`config.mk`:
```
export PLATFORM = sky130hd
export DESIGN_NAME = counter_seq_ctrl
export DESIGN_NICKNAME = d
export VERILOG_FILES = /design/src/rtl/counter_seq_ctrl.sv
export SDC_FILE = /design/constraint.sdc
export NUM_CORES = 1
export LEC_CHECK = 0
export CORE_UTILIZATION = 54
export CTS_BUF_LIST = sky130_fd_sc_hd__clkbuf_8
export DETAILED_ROUTE_END_ITERATION = 8
export GPL_ROUTABILITY_DRIVEN = 1
export HOLD_SLACK_MARGIN = 0.02
export PLACE_DENSITY = 0.85
export RECOVER_POWER = 100
export SLEW_MARGIN = 30
export SYNTH_ARGS = -nofsm -noshare
export SYNTH_HDL_FRONTEND = slang
export SYNTH_SLANG_ARGS = --single-unit
```
`constraint.sdc`:
```
create_clock -name clk -period 3.7 [get_ports clk]
set_input_delay 0.74 -clock clk [delete_from_list [all_inputs] [get_ports clk]]
set_output_delay 0.74 -clock clk [all_outputs]
set_load 0.01 [all_outputs]
```
`src/rtl/counter_seq_ctrl.sv`:
```
// counter_seq_ctrl: sequencing controller for one 4-bit Upcounter.
// It clears the counter, counts it up to a latched target, and checks
// the counter output against a shadow count.
module counter_seq_ctrl #(
  parameter int unsigned WIDTH = 4
) (
  input  logic             clk,
  input  logic             reset_n,
  input  logic             start,
  input  logic [WIDTH-1:0] target,
  input  logic             hold,
  input  logic             abort,
  input  logic [WIDTH-1:0] counter_in,
  output logic             cnt_reset,
  output logic             cnt_enable,
  output logic             busy,
  output logic             done,
  output logic             err
);

  typedef enum logic [2:0] {
    IDLE  = 3'd0,
    CLEAR = 3'd1,
    RUN   = 3'd2,
    DONE  = 3'd3,
    ERR   = 3'd4
  } state_t;

  state_t           state;
  state_t           state_d;
  logic [WIDTH-1:0] tgt_q;
  logic [WIDTH-1:0] exp_q;

  // Counter enable: only in RUN, gated by hold/abort, stops at the target.
  always_comb begin
    cnt_enable = (state == RUN) && !abort && !hold && (counter_in != tgt_q);
  end

  // Next-state selection; abort overrides everything outside IDLE.
  always_comb begin
    state_d = state;
    unique case (state)
      IDLE:    if (start) state_d = CLEAR;
      CLEAR:   state_d = RUN;
      RUN: begin
        if (counter_in != exp_q)      state_d = ERR;
        else if (counter_in == tgt_q) state_d = DONE;
      end
      DONE:    state_d = IDLE;
      ERR:     state_d = ERR;
      default: state_d = IDLE;
    endcase
    if (abort && (state != IDLE)) state_d = IDLE;
  end

  // State, target/shadow registers, and state-decoded outputs. The decodes
  // are registered from the next state so they align with the state itself.
  always_ff @(posedge clk or negedge reset_n) begin
    if (!reset_n) begin
      state     <= IDLE;
      tgt_q     <= '0;
      exp_q     <= '0;
      cnt_reset <= 1'b0;
      done      <= 1'b0;
      err       <= 1'b0;
      busy      <= 1'b0;
    end else begin
      state <= state_d;
      if ((state == IDLE) && start) tgt_q <= target;
      if (state == CLEAR)   exp_q <= '0;
      else if (cnt_enable)  exp_q <= exp_q + WIDTH'(1);
      cnt_reset <= (state_d == CLEAR);
      done      <= (state_d == DONE);
      err       <= (state_d == ERR);
      busy      <= (state_d != IDLE);
    end
  end

endmodule
```
==> results.json <==
{
  "outcome": "finished clean",
  "synth_edf_count": 0,
  "post-route-util_pct": 75.4,
  "dp.cells": 98,
  "numClockSinks": 15,
  "wl_um": 1300,
  "cts_resized": 0,
  "final_area_um2": 993,
  "syn_avg_cell_area_um2": 11.4,
  "gr-usage-all-layers_pct": 20.4,
  "hold_path_class": "reg2reg",
  "clockBufferDepth": 2,
  "gp_congestion": 0.742,
  "vias_per_cell": 5.56,
  "timing.hold.ws_ns": 0.493,
  "tns_ns": 0,
  "diodes": 0,
  "p_sw_uw": 113,
  "crit_fanout": 7,
  "design.core.area_um2": 1320,
  "yosys.area.top_type_share_pct": 48.6,
  "overflow": 0,
  "ioPinCount": 18,
  "ys_warn_count": 0,
  "synth_area_leaders": "dfrtp_1 49%, mux2_2 5.8%, xnor2_1 4.5%",
  "synth.largest_area_cell": "dfrtp_1",
  "critPathKind": "in2out",
  "syn-instance-count": 68,
  "finalCritPeriodShare_pct": 93.8,
  "ys_types": 32,
  "clkTransAtPathRegs_ns": 0.06,
  "cp-start-kind": "input port",
  "dpl-instance-area_um2": 945,
  "power.internal_uw": 315,
  "layout_min_cycle_time_ns": 3.47,
  "syn_area_um2": 772,
  "worstPathArrival_ns": 2.73,
  "grt_first_pass_wirelength_um": 1980,
  "die_h_um": 39.8,
  "drc": 0,
  "insertion_delay_ns": 0.25,
  "pwr-share-comb_pct": 21.1,
  "cts_root_buffer": "clkbuf_8",
  "end_kind": "output pin",
  "first_pass_iters": 4,
  "max-slew-margin-rel_pct": 58.0,
  "swShare_pct": 26.4,
  "drt_iter0_drc": 16,
  "ctsHoldBuffers": 0,
  "power_frac_clock_pct": 31.1,
  "dieWidth_um": 39.8,
  "cts_tree": "yes",
  "post_cts_buffers": 0,
  "synthFlopType": "dfrtp_1",
  "first_global_vias": 468,
  "cts_made_buffers": 3,
  "layout.nets": 102,
  "p_leak_nw": 0.426,
  "finalNonFillerCells": 102,
  "grt_max_degree": 16,
  "place_hpwl_um": 987,
  "ant_nets": 0,
  "rsz0062_at_grt": "false",
  "slew_viol_final": 0,
  "ys_ff_latch": 15,
  "rows": 13,
  "synth_nets": 82,
  "ir_drop_v": 0.000485,
  "ys_async_sr_fraction_pct": 100,
  "drv_cap": 0,
  "drive_gt1_share_pct": 14.9,
  "htreeDepth": 1,
  "synthToLayoutAreaGrowth_pct": 28.7,
  "dieArea_um2": 1580,
  "power_density_nw_per_um2": 431,
  "tightest_slew_ns": 0.628,
  "start_util_pct": 58.6,
  "setup_viol": 0,
  "p_seq_share_pct": 47.8,
  "max_freq_mhz": 288,
  "io_buffers": 17,
  "hold_violations": 0,
  "wl_per_cell_um": 12.7,
  "clock_skew_ns": 0.00202,
  "antenna_found_initial": 0,
  "crit_required_ns": 2.96,
  "synth-seq-area-share_pct": 48.6,
  "vias": 567
}
## routing by layer
metal	global-route usage (%)	part of all wire [%]	vias up
met4	7.76	0.93	0
met2	32.0	47	21
li1	-	-	276
met5	0	0	-
met3	10.2	6.6	2
met1	23.5	46	268
## stage by stage
step           worst slack [ns]  total power, mW
3_5_place_dp              0.332            0.301
6_report                  0.229            0.428
4_1_cts                   0.334            0.436
3_3_place_gp              0.363            0.299
5_1_grt                   0.144            0.454
2_1_floorplan              1.44            0.266
## power by group through the flow
stage | clock network, mW | registers (mW) | logic, mW
after floorplan | 0 | 0.203 | 0.0621
after global placement | 0 | 0.207 | 0.0919
after detailed placement | 0 | 0.208 | 0.0931
after CTS | 0.137 | 0.205 | 0.0945
after global routing | 0.147 | 0.208 | 0.0996
final | 0.133 | 0.205 | 0.0902
## cells in the final DEF, fill, tap and decap left out
| cell type | Yosys | final |
|---|---|---|
| dfrtp_1 | 15 | 15 |
| clkdlybuf4s50_1 | 0 | 9 |
| dlygate4sd3_1 | 0 | 8 |
| inv_1 | 4 | 5 |
| xor2_1 | 4 | 4 |
| xnor2_1 | 4 | 4 |
| mux2_2 | 4 | 4 |
| a211oi_1 | 3 | 3 |
| o21ai_0 | 3 | 3 |
| nor2_1 | 3 | 3 |
| clkbuf_8 | 0 | 3 |
| nand3b_1 | 2 | 2 |
| nand2b_1 | 2 | 2 |
| o31ai_1 | 2 | 2 |
| nand3_1 | 2 | 2 |
| or2b_1 | 1 | 1 |
| nor4_1 | 1 | 1 |
| nor4b_1 | 1 | 1 |
| nand2_1 | 1 | 1 |
| nand4_1 | 1 | 1 |
| or3_1 | 1 | 1 |
| a21oi_1 | 1 | 1 |
| o21a_1 | 1 | 1 |
| or4b_4 | 1 | 1 |
| nor2_4 | 1 | 1 |
| and2_4 | 1 | 1 |
| mux2_4 | 1 | 1 |
| nor3_1 | 1 | 1 |
| mux2i_1 | 1 | 1 |
| a311oi_1 | 1 | 1 |
| a31o_2 | 1 | 1 |
| ha_1 | 1 | 1 |
| clkinvlp_4 | 0 | 1 |
## final timing paths
check                                     startpoint                   end  slack (ns)  depth (start not counted)
worst max-delay path                           abort            cnt_enable        0.23                          5
worst min-delay path            exp_q[3]$_DFFE_PN0P_  exp_q[3]$_DFFE_PN0P_        0.49                          1
worst max register to register    state[0]$_DFF_PN0_  exp_q[0]$_DFFE_PN0P_        1.94                          4
worst min register to register  exp_q[3]$_DFFE_PN0P_  exp_q[3]$_DFFE_PN0P_        0.49                          1
max in group asynchronous                    reset_n  exp_q[2]$_DFFE_PN0P_        2.35                          1
min in group asynchronous                    reset_n   cnt_reset$_DFF_PN0_        0.95                          1
## logic make-up after synthesis
logic type,Yosys count,share of synthesized area [%]
simple gates,19,16.4
fa+ha+maj,1,1.62
mux,6,9.08
flops,15,48.6
buf+inv,7,4.54
xor+xnor,8,9.08
compound gates,12,10.7
## critical path, stage by stage
cell and delay, ns:
dlygate4sd3_1 0.62, or4b_4 0.53, nor2_4 0.13, and2_4 0.18
clkdlybuf4s50_1 0.53
## cell usage after synthesis, drive strengths merged (2+ instances only)
cell	instances
dfrtp	15
inv	5
mux2	5
nor2	4
xnor2	4
xor2	4
a211oi	3
o21ai	3
buf	2
nand2b	2
nand3	2
nand3b	2
o31ai	2
## sequential cells by signal (all words and copies together) (netlist names)
signal / count
tgt_q: 4
err: 1
cnt_reset: 1
state: 3
busy: 1
done: 1
exp_q: 4
## area by class of cell
cell class	instances	area [um2]
Multi-Input combinational cell	46	362
Clock buffer	3	41.3
Clock inverter	1	7.51
Tap cell	15	18.8
Inverter	5	18.8
Sequential cell	15	375
Fill cell	95	324
Timing Repair Buffer	17	170
(Power assumes the default switching activity.)
